==> config.mk <==
export PLATFORM = sky130hd
export DESIGN_NAME = stage_result_pipe
export DESIGN_NICKNAME = d
export VERILOG_FILES = /design/src/rtl/stage_result_pipe.sv
export SDC_FILE = /design/constraint.sdc
export NUM_CORES = 1
export LEC_CHECK = 0
export BUFFER_PORTS_ARGS = -buffer_cell sky130_fd_sc_hd__buf_2
export CAP_MARGIN = 20
export CORE_MARGIN = 2
export CORE_UTILIZATION = 49
export CTS_CLUSTER_SIZE = 25
export DETAILED_ROUTE_END_ITERATION = 8
export HOLD_SLACK_MARGIN = 0.1
export PLACE_DENSITY = 0.87
export SLEW_MARGIN = 5
export SYNTH_ARGS = -nofsm -noshare
export SYNTH_HDL_FRONTEND = slang
export SYNTH_SLANG_ARGS = --single-unit
export TNS_END_PERCENT = 10
==> constraint.sdc <==
create_clock -name clk -period 5.2 [get_ports clk]
set_input_delay 1.3 -clock clk [delete_from_list [all_inputs] [get_ports clk]]
set_output_delay 1.3 -clock clk [all_outputs]
set_load 0.02 [all_outputs]
==> src/rtl/stage_result_pipe.sv <==
`default_nettype none
// ============================================================================
// Module   : stage_result_pipe
// Purpose  : Pipeline-stage result selector and register. Picks one of NSRC
//            result sources (or the link value pc+LINK_OFFSET), computes the
//            effective write enable and registers everything into the next
//            stage. The registered outputs also serve as a forwarding source.
//            Supports stall (hold) and flush (bubble insertion).
// Revision : 1.0 - initial release
// ----------------------------------------------------------------------------
// Ports:
//   clk        in   1            rising-edge clock
//   reset      in   1            synchronous active-high reset
//   stall      in   1            hold current contents
//   flush      in   1            load a bubble (wins over stall)
//   in_valid   in   1            incoming instruction is real
//   in_we      in   1            incoming instruction writes a register
//   in_addr    in   A_W          destination register number
//   sel        in   SEL_W        source index
//   link_sel   in   1            select pc+LINK_OFFSET, overrides sel
//   src_flat   in   NSRC*WIDTH   source k at [k*WIDTH +: WIDTH]
//   pc         in   WIDTH        PC of incoming instruction
//   out_valid  out  1            registered valid
//   out_we     out  1            registered effective write enable
//   out_addr   out  A_W          registered destination
//   out_data   out  WIDTH        registered selected result
//   out_pc     out  WIDTH        registered PC
// Optional (macro STAGE_RESULT_PIPE_STAT_EN):
//   stat_stall_cnt   out 32      saturating count of stalled cycles
//   stat_bubble_cnt  out 32      saturating count of bubbles loaded
// ============================================================================
module stage_result_pipe #(
  parameter int WIDTH       = 32,
  parameter int NSRC        = 4,
  parameter int SEL_W       = 2,
  parameter int A_W         = 5,
  parameter int LINK_OFFSET = 8
) (
  input  logic                    clk,
  input  logic                    reset,
  input  logic                    stall,
  input  logic                    flush,
  input  logic                    in_valid,
  input  logic                    in_we,
  input  logic [A_W-1:0]          in_addr,
  input  logic [SEL_W-1:0]        sel,
  input  logic                    link_sel,
  input  logic [NSRC*WIDTH-1:0]   src_flat,
  input  logic [WIDTH-1:0]        pc,
  output logic                    out_valid,
  output logic                    out_we,
  output logic [A_W-1:0]          out_addr,
  output logic [WIDTH-1:0]        out_data,
  output logic [WIDTH-1:0]        out_pc
`ifdef STAGE_RESULT_PIPE_STAT_EN
  ,
  output logic [31:0]             stat_stall_cnt,
  output logic [31:0]             stat_bubble_cnt
`endif
);

  localparam logic [WIDTH-1:0] C_LINK_OFFSET = WIDTH'(LINK_OFFSET);

  logic [WIDTH-1:0] w_nxt_data;
  logic             w_nxt_we;

  logic             r_valid;
  logic             r_we;
  logic [A_W-1:0]   r_addr;
  logic [WIDTH-1:0] r_data;
  logic [WIDTH-1:0] r_pc;

  // Result selection. An out-of-range sel matches no source and leaves the
  // default of zero in place.
  always_comb begin
    w_nxt_data = '0;
    if (link_sel) begin
      w_nxt_data = pc + C_LINK_OFFSET;
    end else begin
      for (int k = 0; k < NSRC; k++) begin
        if (sel == SEL_W'(k)) begin
          w_nxt_data = src_flat[k*WIDTH +: WIDTH];
        end
      end
    end
  end

  // Register 0 is hard-wired, so a write to it is never reported.
  assign w_nxt_we = in_valid & in_we & (in_addr != '0);

  always_ff @(posedge clk) begin
    if (reset || flush) begin
      r_valid <= 1'b0;
      r_we    <= 1'b0;
      r_addr  <= '0;
      r_data  <= '0;
      r_pc    <= '0;
    end else if (!stall) begin
      r_valid <= in_valid;
      r_we    <= w_nxt_we;
      r_addr  <= in_addr;
      r_data  <= w_nxt_data;
      r_pc    <= pc;
    end
  end

  assign out_valid = r_valid;
  assign out_we    = r_we;
  assign out_addr  = r_addr;
  assign out_data  = r_data;
  assign out_pc    = r_pc;

`ifdef STAGE_RESULT_PIPE_STAT_EN
  logic [31:0] r_stall_cnt;
  logic [31:0] r_bubble_cnt;

  // A bubble is either an explicit flush or a load of an invalid slot.
  always_ff @(posedge clk) begin
    if (reset) begin
      r_stall_cnt  <= '0;
      r_bubble_cnt <= '0;
    end else if (flush) begin
      if (r_bubble_cnt != '1) r_bubble_cnt <= r_bubble_cnt + 32'd1;
    end else if (stall) begin
      if (r_stall_cnt != '1) r_stall_cnt <= r_stall_cnt + 32'd1;
    end else if (!in_valid) begin
      if (r_bubble_cnt != '1) r_bubble_cnt <= r_bubble_cnt + 32'd1;
    end
  end

  assign stat_stall_cnt  = r_stall_cnt;
  assign stat_bubble_cnt = r_bubble_cnt;
`endif

endmodule
`default_nettype wire

==> reports/summary.txt, run 1 <==
PwrDens: 230.9 nW/um2
post-synthesis sequential area ratio: 32.43%
met3 usage: 7.801%
final setup vio count: 0
die area: 9717 um2
data required time of the worst path: 5.45 ns
Post-Syn Instances: 504
Cell Int Power: 929.8 uW
Vias per Instance: 5.912
Power Total: 1.346 mW
Die W: 98.58 um
Worst-Skew Late Latency: 0.36 ns
CP max FO: 81
ys async rst share: 0%
clk sinks: 71
Post-CTS Hold Fix Bufs: 0
Post-Syn Area: 4383 um2
Final nets: 898
total wire length: 15.58 mm
Total Neg Setup Slack: 0 ns
grt total ovfl: 0
Setup CP Type: input port to flop
Std-Cell Rows: 34
CP Capture Type: flop
Comb power frac: 23.3%
layout cells sized above 1: 40.80%
Critical Path AT: 3.35 ns
Final period util: 59.56%
DRC: 0
largest net degree at the start of global routing: 82
Clk pin slew, worst setup/hold paths: 0.09 ns
post-DR wirelength/cell: 18.61 um
average cell area after synthesis: 8.696 um2
first-pass iteration count of the detailed router: 5
sequential power share: 42.9%
via count: 4948
I/O pins: 245
Final Hold Vio Count: 0
I/O Buffers: 244
DP HPWL: 11.56 mm
Synth-to-Final Area Change: 33.03%
Clock Power Share: 33.9%
die height: 98.58 um
number of global-route vias before repair: 5055
Post-CTS Setup Repair Bufs: 0
Final Util: 67.19%
reg-to-reg slack, setup: 3.92 ns
minimum clock period: 3.097 ns
sw frac: 30.93%
CTS H-tree lvls: 3
measured slew at the worst slew-check pin: 1.058 ns
CTS tree: built
GR Util met1: 34.49%
clock skew: 0 ns
hold crit path type: flop to flop
Post-Place Cells: 818
Sw Pwr: 416.5 uW
Worst IR Drop VDD: 191.7 uV
Final Max Slew Viols: 0
CTS resizes: 0
Max-Cap Viols: 0
Slew Limit Headroom: 29.47%
Synth Flop Type: dfxtp_1
Initial Util: 50.50%
first-pass GRT wire length: 24.20 mm
routability congestion estimate: 0.9006
Mapped Nets: 679
YS warnings: 0
RSZ-0062 raised after global routing: no
Core ar.: 8678 um2
Root Driver: clkbuf_8
register bit total from synthesis: 71
GR Util met2: 56.93%
TritonCTS Buffers: 9
outcome: finished clean
Finished Layout Cells: 837
post-route ant nets: 0
hold slack: 0.4639 ns
static leakage: 2.820 nW
startpoint types: input port
Max Clk Rate: 322.9 MHz
Detailed Route Iter0 Violations: 247
post-synth cell types: 46
number of flops mapped to enable cells by yosys: 0
busiest grt layer: met2
Total Routing Usage GR: 31.13%
initial antenna violation count: 1
CTS Buffer Depth: 2
==> placed cells by master (no fill, tap or decap), types with 4 or more instances in the layout <==
cell      Yosys  layout
a31o_2        6       6
nor3_1       13      13
o21ai_0      13      13
a22oi_1      15      15
nor2_1       68      68
nand2_1      14      14
clkbuf_8      0       9
a21oi_1      23      23
o221ai_1      4       4
and3_1        4       4
o211ai_1     12      12
inv_1        28      28
dfxtp_1      71      71
mux2i_1      54      54
o311ai_0      6       6
or3_1         5       5
mux4_2       21      21
xnor2_1       7       7
nand4_1      13      13
or4_1         5       5
nor4_1        5       5
nor2b_1      12      12
buf_2        11     243
nand3_1      26      26
a311oi_1      4       4
==> routing by layer <==
| layer | share of wire (%) | vias up |
|---|---|---|
| li1 | - | 2300 |
| met1 | 37 | 2365 |
| met2 | 53 | 247 |
| met3 | 8.1 | 36 |
| met4 | 2.5 | 0 |
| met5 | 0 | - |
==> cells by family after synthesis <==
group           Yosys count  share of synthesized area (%)
mux                      75                          23.12
buf+inv                  68                          6.137
compound gates           93                          14.42
flops                    71                          32.43
simple gates            188                          22.01
xor+xnor                  8                          1.599
fa+ha+maj                 1                         0.2854
==> critical path, stage by stage <==
cell and delay (ns):
buf_4 0.75, inv_1 0.51, nand2_1 0.36, a311oi_1 0.08, a31o_2 0.25
==> cell type report <==
cell class	instances	area, um2
Inverter	28	105.1
Sequential cell	71	1421
Timing Repair Buffer	248	1279
Antenna cell	1	2.502
Clock buffer	9	123.9
Clock inverter	7	71.32
Multi-Input combinational cell	365	2693
Tap cell	108	135.1
Fill cell	750	2848
==> stage by stage <==
| stage | cell area (um2) | setup slack [ns] |
|---|---|---|
| floorplan | 4383 | 2.500 |
| global placement | 5593 | 1.801 |
| detailed placement | 5593 | 1.765 |
| CTS | 5788 | 2.147 |
| global route | 5831 | 2.003 |
| finish | 5831 | 2.103 |
==> synth_stat cells, types with 3 or more instances <==
library cell / count / area (um2)
a21oi_1: 23 / 115.1
and3_1: 4 / 25.02
or3_1: 5 / 31.28
inv_1: 28 / 105.1
a31o_2: 6 / 52.55
nor3b_1: 3 / 22.52
o311ai_0: 6 / 52.55
nor4_1: 5 / 31.28
o221ai_1: 4 / 35.03
o21ai_0: 13 / 65.06
clkbuf_1: 26 / 97.59
a22oi_1: 15 / 112.6
mux2i_1: 54 / 540.5
o22ai_1: 3 / 18.77
mux4_2: 21 / 473.0
nand2_1: 14 / 52.55
buf_1: 3 / 11.26
xnor2_1: 7 / 61.31
dfxtp_1: 71 / 1421
nor2b_1: 12 / 75.07
nor2_1: 68 / 255.2
buf_2: 11 / 55.05
nand3b_1: 3 / 22.52
a311oi_1: 4 / 35.03
o211ai_1: 12 / 90.09
or2_2: 3 / 18.77
or4_1: 5 / 37.54
nand4b_1: 3 / 26.28
nand4_1: 13 / 81.33
nand2b_1: 3 / 18.77
nor3_1: 13 / 65.06
nand3_1: 26 / 130.1
==> path summary, 6_finish.rpt <==
kind / start / end / cells after the start
min reg2reg: out_we / out_we / 2
min: out_we / out_we / 2
max reg2reg: out_data[21] / out_data[21] / 4
max: stall / out_data[11] / 5
==> power groups by stage <==
| stage | combinational [mW] | clock, mW | sequential, mW |
|---|---|---|---|
| after global placement | 0.301 | 0 | 0.589 |
| after global routing | 0.339 | 0.485 | 0.580 |
| final | 0.313 | 0.456 | 0.577 |
| after CTS | 0.309 | 0.458 | 0.577 |
| after detailed placement | 0.308 | 0 | 0.590 |
| after floorplan | 0.150 | 0 | 0.616 |
==> sequential cells by signal, summed over array words and instances, names as in the netlist <==
signal and cells:
out_we 1, out_addr 5, out_data 32, out_valid 1, out_pc 32
No activity file was read; power rests on OpenSTA's default activity.
==> run 2: changes to the inputs <==
--- a/config.mk
+++ b/config.mk
@@ -5,14 +5,15 @@
 export SDC_FILE = /design/constraint.sdc
 export NUM_CORES = 1
 export LEC_CHECK = 0
+export ABC_AREA = 1
 export BUFFER_PORTS_ARGS = -buffer_cell sky130_fd_sc_hd__buf_2
 export CAP_MARGIN = 20
 export CORE_MARGIN = 2
-export CORE_UTILIZATION = 49
+export CORE_UTILIZATION = 40
 export CTS_CLUSTER_SIZE = 25
 export DETAILED_ROUTE_END_ITERATION = 8
 export HOLD_SLACK_MARGIN = 0.1
-export PLACE_DENSITY = 0.87
+export PLACE_DENSITY = 0.77
 export SLEW_MARGIN = 5
 export SYNTH_ARGS = -nofsm -noshare
 export SYNTH_HDL_FRONTEND = slang
==> constraint.sdc (replaced) <==
create_clock -name clk -period 2.7 [get_ports clk]
set_input_delay 0.675 -clock clk [delete_from_list [all_inputs] [get_ports clk]]
set_output_delay 0.675 -clock clk [all_outputs]
set_load 0.02 [all_outputs]
==> run 2 against run 1 <==
Compared with the run above: synthesized area is 2.8% lower; global-route usage is 4.8 points lower; sequential share of layout area is 0.27 points higher.
==> reports/summary.txt, run 2 <==
RSZ-0062 raised after global routing: no
reg-to-reg slack, setup: 2.00 ns
outcome: finished clean
Worst R2R Start: out_data[30]
Power Total: 2.675 mW
Max-Cap Viols: 0
die height: 107.2 um
GR Util met1: 32.66%
pre-CTS setup slack: 0.6247 ns
largest area contributor in the netlist: dfxtp_1
met3 usage: 6.261%
Final WS setup: 0.9756 ns
Clk pin slew, worst setup/hold paths: 0.08 ns
post-DR wirelength/cell: 14.70 um
CTS H-tree lvls: 3
hold slack: 0.4634 ns
grt total ovfl: 0
RR Endpoint: out_data[30]
Final Hold Vio Count: 0
first-pass GRT wire length: 23.92 mm
CP Capture Type: flop
Total Neg Setup Slack: 0 ns
Max Clk Rate: 579.9 MHz
Worst-Skew Late Latency: 0.35 ns
die area: 11490 um2
Post-Place Cells: 1039
number of flops mapped to enable cells by yosys: 0
measured slew at the worst slew-check pin: 0.6372 ns
TritonCTS Buffers: 9
ys async rst share: 0%
hold depth: 2
largest net degree at the start of global routing: 53
Post-Syn Area: 4260 um2
Worst Hold Endpoint: out_addr[0]
Root Driver: clkbuf_8
GR Util met2: 44.26%
Final period util: 63.87%
post-synthesis sequential area ratio: 33.36%
register bit total from synthesis: 71
hold crit path type: flop to flop
DRC: 0
Core ar.: 10320 um2
via count: 5402
static leakage: 2.928 nW
CTS tree: built
minimum clock period: 1.724 ns
most frequent cell after synthesis: nand2_1
Commonest cells post-synth: nand2_1 (247), a21oi_1 (101), dfxtp_1 (71)
routability congestion estimate: 0.9058
total wire length: 15.51 mm
Setup CP Type: input port to flop
CTS Buffer Depth: 2
clock skew: 0 ns
Critical Path AT: 2.02 ns
Detailed Route Iter0 Violations: 455
Register-to-Register Path Depth: 2
synth top area cells: dfxtp_1 (33%), nand2_1 (22%), a21oi_1 (12%)
post-route ant nets: 0
Total Routing Usage GR: 26.36%
Post-CTS Setup Repair Bufs: 0
Worst IR Drop VDD: 292.3 uV
area taken by multi-input logic gates: 2499 um2
Final Max Slew Viols: 0
Vias per Instance: 5.120
Die W: 107.2 um
busiest grt layer: met2
first-pass iteration count of the detailed router: 5
Post-Syn Instances: 689
clk sinks: 71
CTS resizes: 0
number of global-route vias before repair: 4985
DP HPWL: 12.05 mm
PwrDens: 463.9 nW/um2
Initial Util: 41.27%
Slew Limit Headroom: 57.42%
Finished Layout Cells: 1055
Post-CTS Hold Fix Bufs: 0
Final nets: 1089
hold path start: out_addr[0]
CP max FO: 5
Mapped Nets: 864
layout cells sized above 1: 31.88%
average cell area after synthesis: 6.183 um2
post-synth cell types: 25
Std-Cell Rows: 37
Synth top area share: 33.36%
# diodes: 0
I/O Buffers: 244
data required time of the worst path: 2.99 ns
initial antenna violation count: 0
most frequent cells in the layout: nand2_1 (247), buf_2 (244), a21oi_1 (101), dfxtp_1 (71), o21ai_0 (63)
Synth-to-Final Area Change: 35.36%
most common cell after layout, fill and taps aside: nand2_1
Synth Flop Type: dfxtp_1
startpoint types: input port
Fillers: 1077
I/O pins: 245
Register Area: 1421 um2
final setup vio count: 0
YS warnings: 0
## run 2: changes by cell type in the layout (fill, tap and decap cells not counted), sizes merged, moves of 18 or more
cell,change
mux4,-21
nand2,+237
a21oi,+79
mux2i,-54
o21ai,+50
nor2,-18
## run 2: worst max path at each step
| stage | depth (start not counted) | start | slack (ns) | end |
|---|---|---|---|---|
| 2_1_floorplan | 10 | pc[3] | 1.07 | out_data[29] |
| 3_3_place_gp | 8 | pc[3] | 0.65 | out_data[21] |
| 3_5_place_dp | 8 | pc[3] | 0.62 | out_data[21] |
| 4_1_cts | 8 | pc[3] | 0.98 | out_data[21] |
| 5_1_grt | 8 | pc[3] | 0.89 | out_data[21] |
| 6_report | 8 | pc[3] | 0.98 | out_data[21] |
## run 2: routing by layer
layer,share of wire [%],routed length (um)
met2,47,7263
met4,2.7,415
met3,8.5,1324
met5,0,0
met1,42,6504
## run 2: area by class of cell
class	instances	area share (%)
well taps	136	2.951
multi-input cells	539	43.33
inverters	40	2.604
repair buffers	253	22.35
clock buffers	11	2.625
clock inverters	5	1.497
flip-flops and latches	71	24.65
## run 2: worst max-delay path: stages
cell	delay (ns)
buf_2	0.14
ha_1	0.21
nand2_1	0.09
nor2_2	0.18
nand3_1	0.23
o21ai_0	0.21
nand3_1	0.13
a21oi_1	0.15
## run 2: report_power, final
part	internal (mW)	switching (mW)
clock	0.579	0.417
combinational	0.217	0.352
sequential	1.09	0.0210
## run 2: stage by stage
stage | area [um2] | util (%)
after global placement | 5529 | 53.56
final | 5767 | 55.86
after CTS | 5767 | 55.86
after floorplan | 4260 | -
after detailed placement | 5529 | 53.56
after global routing | 5767 | 55.86
## run 2: kinds of logic (layout without fill, tap and decap cells)
family                   count (synthesis)  in the layout  synth area share [%]
AO/OA/AOI/OAI                          174            174                 21.03
XOR/XNOR                                 6              6                 1.233
AND/OR/NAND/NOR                        358            358                 35.92
buffers and inverters                   79            309                 8.165
flip-flops                              71             71                 33.36
adder cells (fa/ha/maj)                  1              1                0.2936
==> run 3: changes to the inputs <==
--- a/config.mk
+++ b/config.mk
@@ -9,11 +9,11 @@
 export BUFFER_PORTS_ARGS = -buffer_cell sky130_fd_sc_hd__buf_2
 export CAP_MARGIN = 20
 export CORE_MARGIN = 2
-export CORE_UTILIZATION = 40
+export CORE_UTILIZATION = 45
 export CTS_CLUSTER_SIZE = 25
 export DETAILED_ROUTE_END_ITERATION = 8
 export HOLD_SLACK_MARGIN = 0.1
-export PLACE_DENSITY = 0.77
+export PLACE_DENSITY = 0.82
 export SLEW_MARGIN = 5
 export SYNTH_ARGS = -nofsm -noshare
 export SYNTH_HDL_FRONTEND = slang
==> constraint.sdc (replaced) <==
create_clock -name clk -period 1.7 [get_ports clk]
set_input_delay 0.425 -clock clk [delete_from_list [all_inputs] [get_ports clk]]
set_output_delay 0.425 -clock clk [all_outputs]
set_load 0.02 [all_outputs]
==> run 3 against run 2 <==
Compared with the run above: utilization increased by 8.6 points; sequential cell count is the same; routed wire length decreased by 0.24%; clock power grew 70%; die area shrank 11%; non-clock buffer count grew 12; register-to-register slack got worse by 1.0 ns; critical path type is now flop to primary output; largest cell class unchanged; highest routed layer is now met5.
==> reports/summary.txt, run 3 (same netlist as run 2, synthesis figures left out) <==
final setup vio count: 0
DP HPWL: 12.27 mm
CTS resizes: 0
Std-Cell Rows: 35
family with the most delay on the worst path: flip-flops
total wire length: 15.47 mm
Power Total: 4.415 mW
I/O Buffers: 244
startpoint types: flop
most common cell after layout, fill and taps aside: nand2_1
largest net degree at the start of global routing: 53
RR Endpoint: out_data[5]
Post-CTS Hold Fix Bufs: 0
Final period util: 80.34%
die area: 10260 um2
layout cells sized above 1: 32.76%
Initial Util: 46.33%
Worst IR Drop VDD: 407.0 uV
Final Hold Vio Count: 0
Critical path buffers and inverters: 1
data required time of the worst path: 1.27 ns
measured slew at the worst slew-check pin: 0.3294 ns
Post-Place Cells: 1026
Total Routing Usage GR: 29.38%
hold crit path type: input port to flop
outcome: finished clean
clock skew: 0 ns
Die W: 101.3 um
Critical Path AT: 0.94 ns
Register-to-Register Path Depth: 2
Worst-Skew Late Latency: 0.35 ns
first-pass iteration count of the detailed router: 5
post-DR wirelength/cell: 14.85 um
minimum clock period: 1.366 ns
routability congestion estimate: 0.9533
Core ar.: 9196 um2
CTS H-tree lvls: 3
Synth-to-Final Area Change: 39.06%
Post-CTS Setup Repair Bufs: 0
Max Clk Rate: 732.1 MHz
I/O pins: 245
Worst R2R Start: out_data[5]
first-pass GRT wire length: 23.85 mm
Worst path max stage delay: 0.40 ns
PwrDens: 745.2 nW/um2
Critical Path Slowest Stage Cell: dfxtp_1
grt total ovfl: 0
Max-Cap Viols: 0
reg-to-reg slack, setup: 0.98 ns
Clk pin slew, worst setup/hold paths: 0.09 ns
static leakage: 3.021 nW
CTS tree: built
CP max FO: 2
Setup CP Type: flop to primary output
post-route ant nets: 0
area taken by multi-input logic gates: 2499 um2
cell depth of the worst setup path: 1
Worst Hold Endpoint: out_pc[1]
Fillers: 915
CTS Buffer Depth: 2
RSZ-0062 raised after global routing: no
Register Area: 1421 um2
clk sinks: 71
Vias per Instance: 5.240
via count: 5460
CP Capture Type: primary output
Detailed Route Iter0 Violations: 298
Root Driver: clkbuf_8
Finished Layout Cells: 1042
hold path start: pc[1]
# diodes: 0
Final nets: 1101
initial antenna violation count: 1
cells along the critical path: buf_2
hold depth: 3
DRC: 0
TritonCTS Buffers: 9
Slew Limit Headroom: 78.01%
Final Util: 64.42%
die height: 101.3 um
most frequent cells in the layout: nand2_1 (247), buf_2 (244), a21oi_1 (101), dfxtp_1 (71), o21ai_0 (63)
Final Max Slew Viols: 0
number of global-route vias before repair: 4980
==> run 3: worst max path at each step <==
stage | start | endpoint
2_1_floorplan | pc[3] | out_data[29]
3_3_place_gp | pc[4] | out_data[29]
3_5_place_dp | pc[4] | out_data[29]
4_1_cts | out_data[25] | out_data[25]
5_1_grt | pc[4] | out_data[19]
6_report | out_data[25] | out_data[25]
==> run 3: final cells by class <==
type                       count  area share (%)
clock inverter                 7           2.112
tap                          111           2.344
inverter                      40           2.534
sequential                    71           23.99
timing repair buffer         265           24.75
clock buffer                   9           2.091
multi-input combinational    539           42.18
==> run 3: report_power, final <==
group          internal, mW  switching, mW
clock network         0.993          0.702
registers              1.73         0.0343
logic                 0.384          0.572
==> run 3: layer usage <==
metal / routed length [um] / track usage [%] / up-vias
met4: 425 / 9.771 / 2
met5: 13 / 0 / -
met1: 6568 / 36.63 / 2423
met2: 7156 / 48.85 / 239
li1: - / - / 2757
met3: 1306 / 8.420 / 39
==> run 3: through the flow <==
stage | setup TNS (ns) | worst slack [ns] | hold slack (ns) | cell area [um2]
global route | 0 | 0.2667 | 0.3134 | 5924
detailed placement | -0.01210 | -0.01210 | 0.4524 | 5675
floorplan | 0 | 0.3161 | 0.5450 | 4260
global placement | 0 | 0.02011 | 0.4505 | 5675
finish | 0 | 0.3341 | 0.3225 | 5924
CTS | 0 | 0.3266 | 0.3139 | 5924
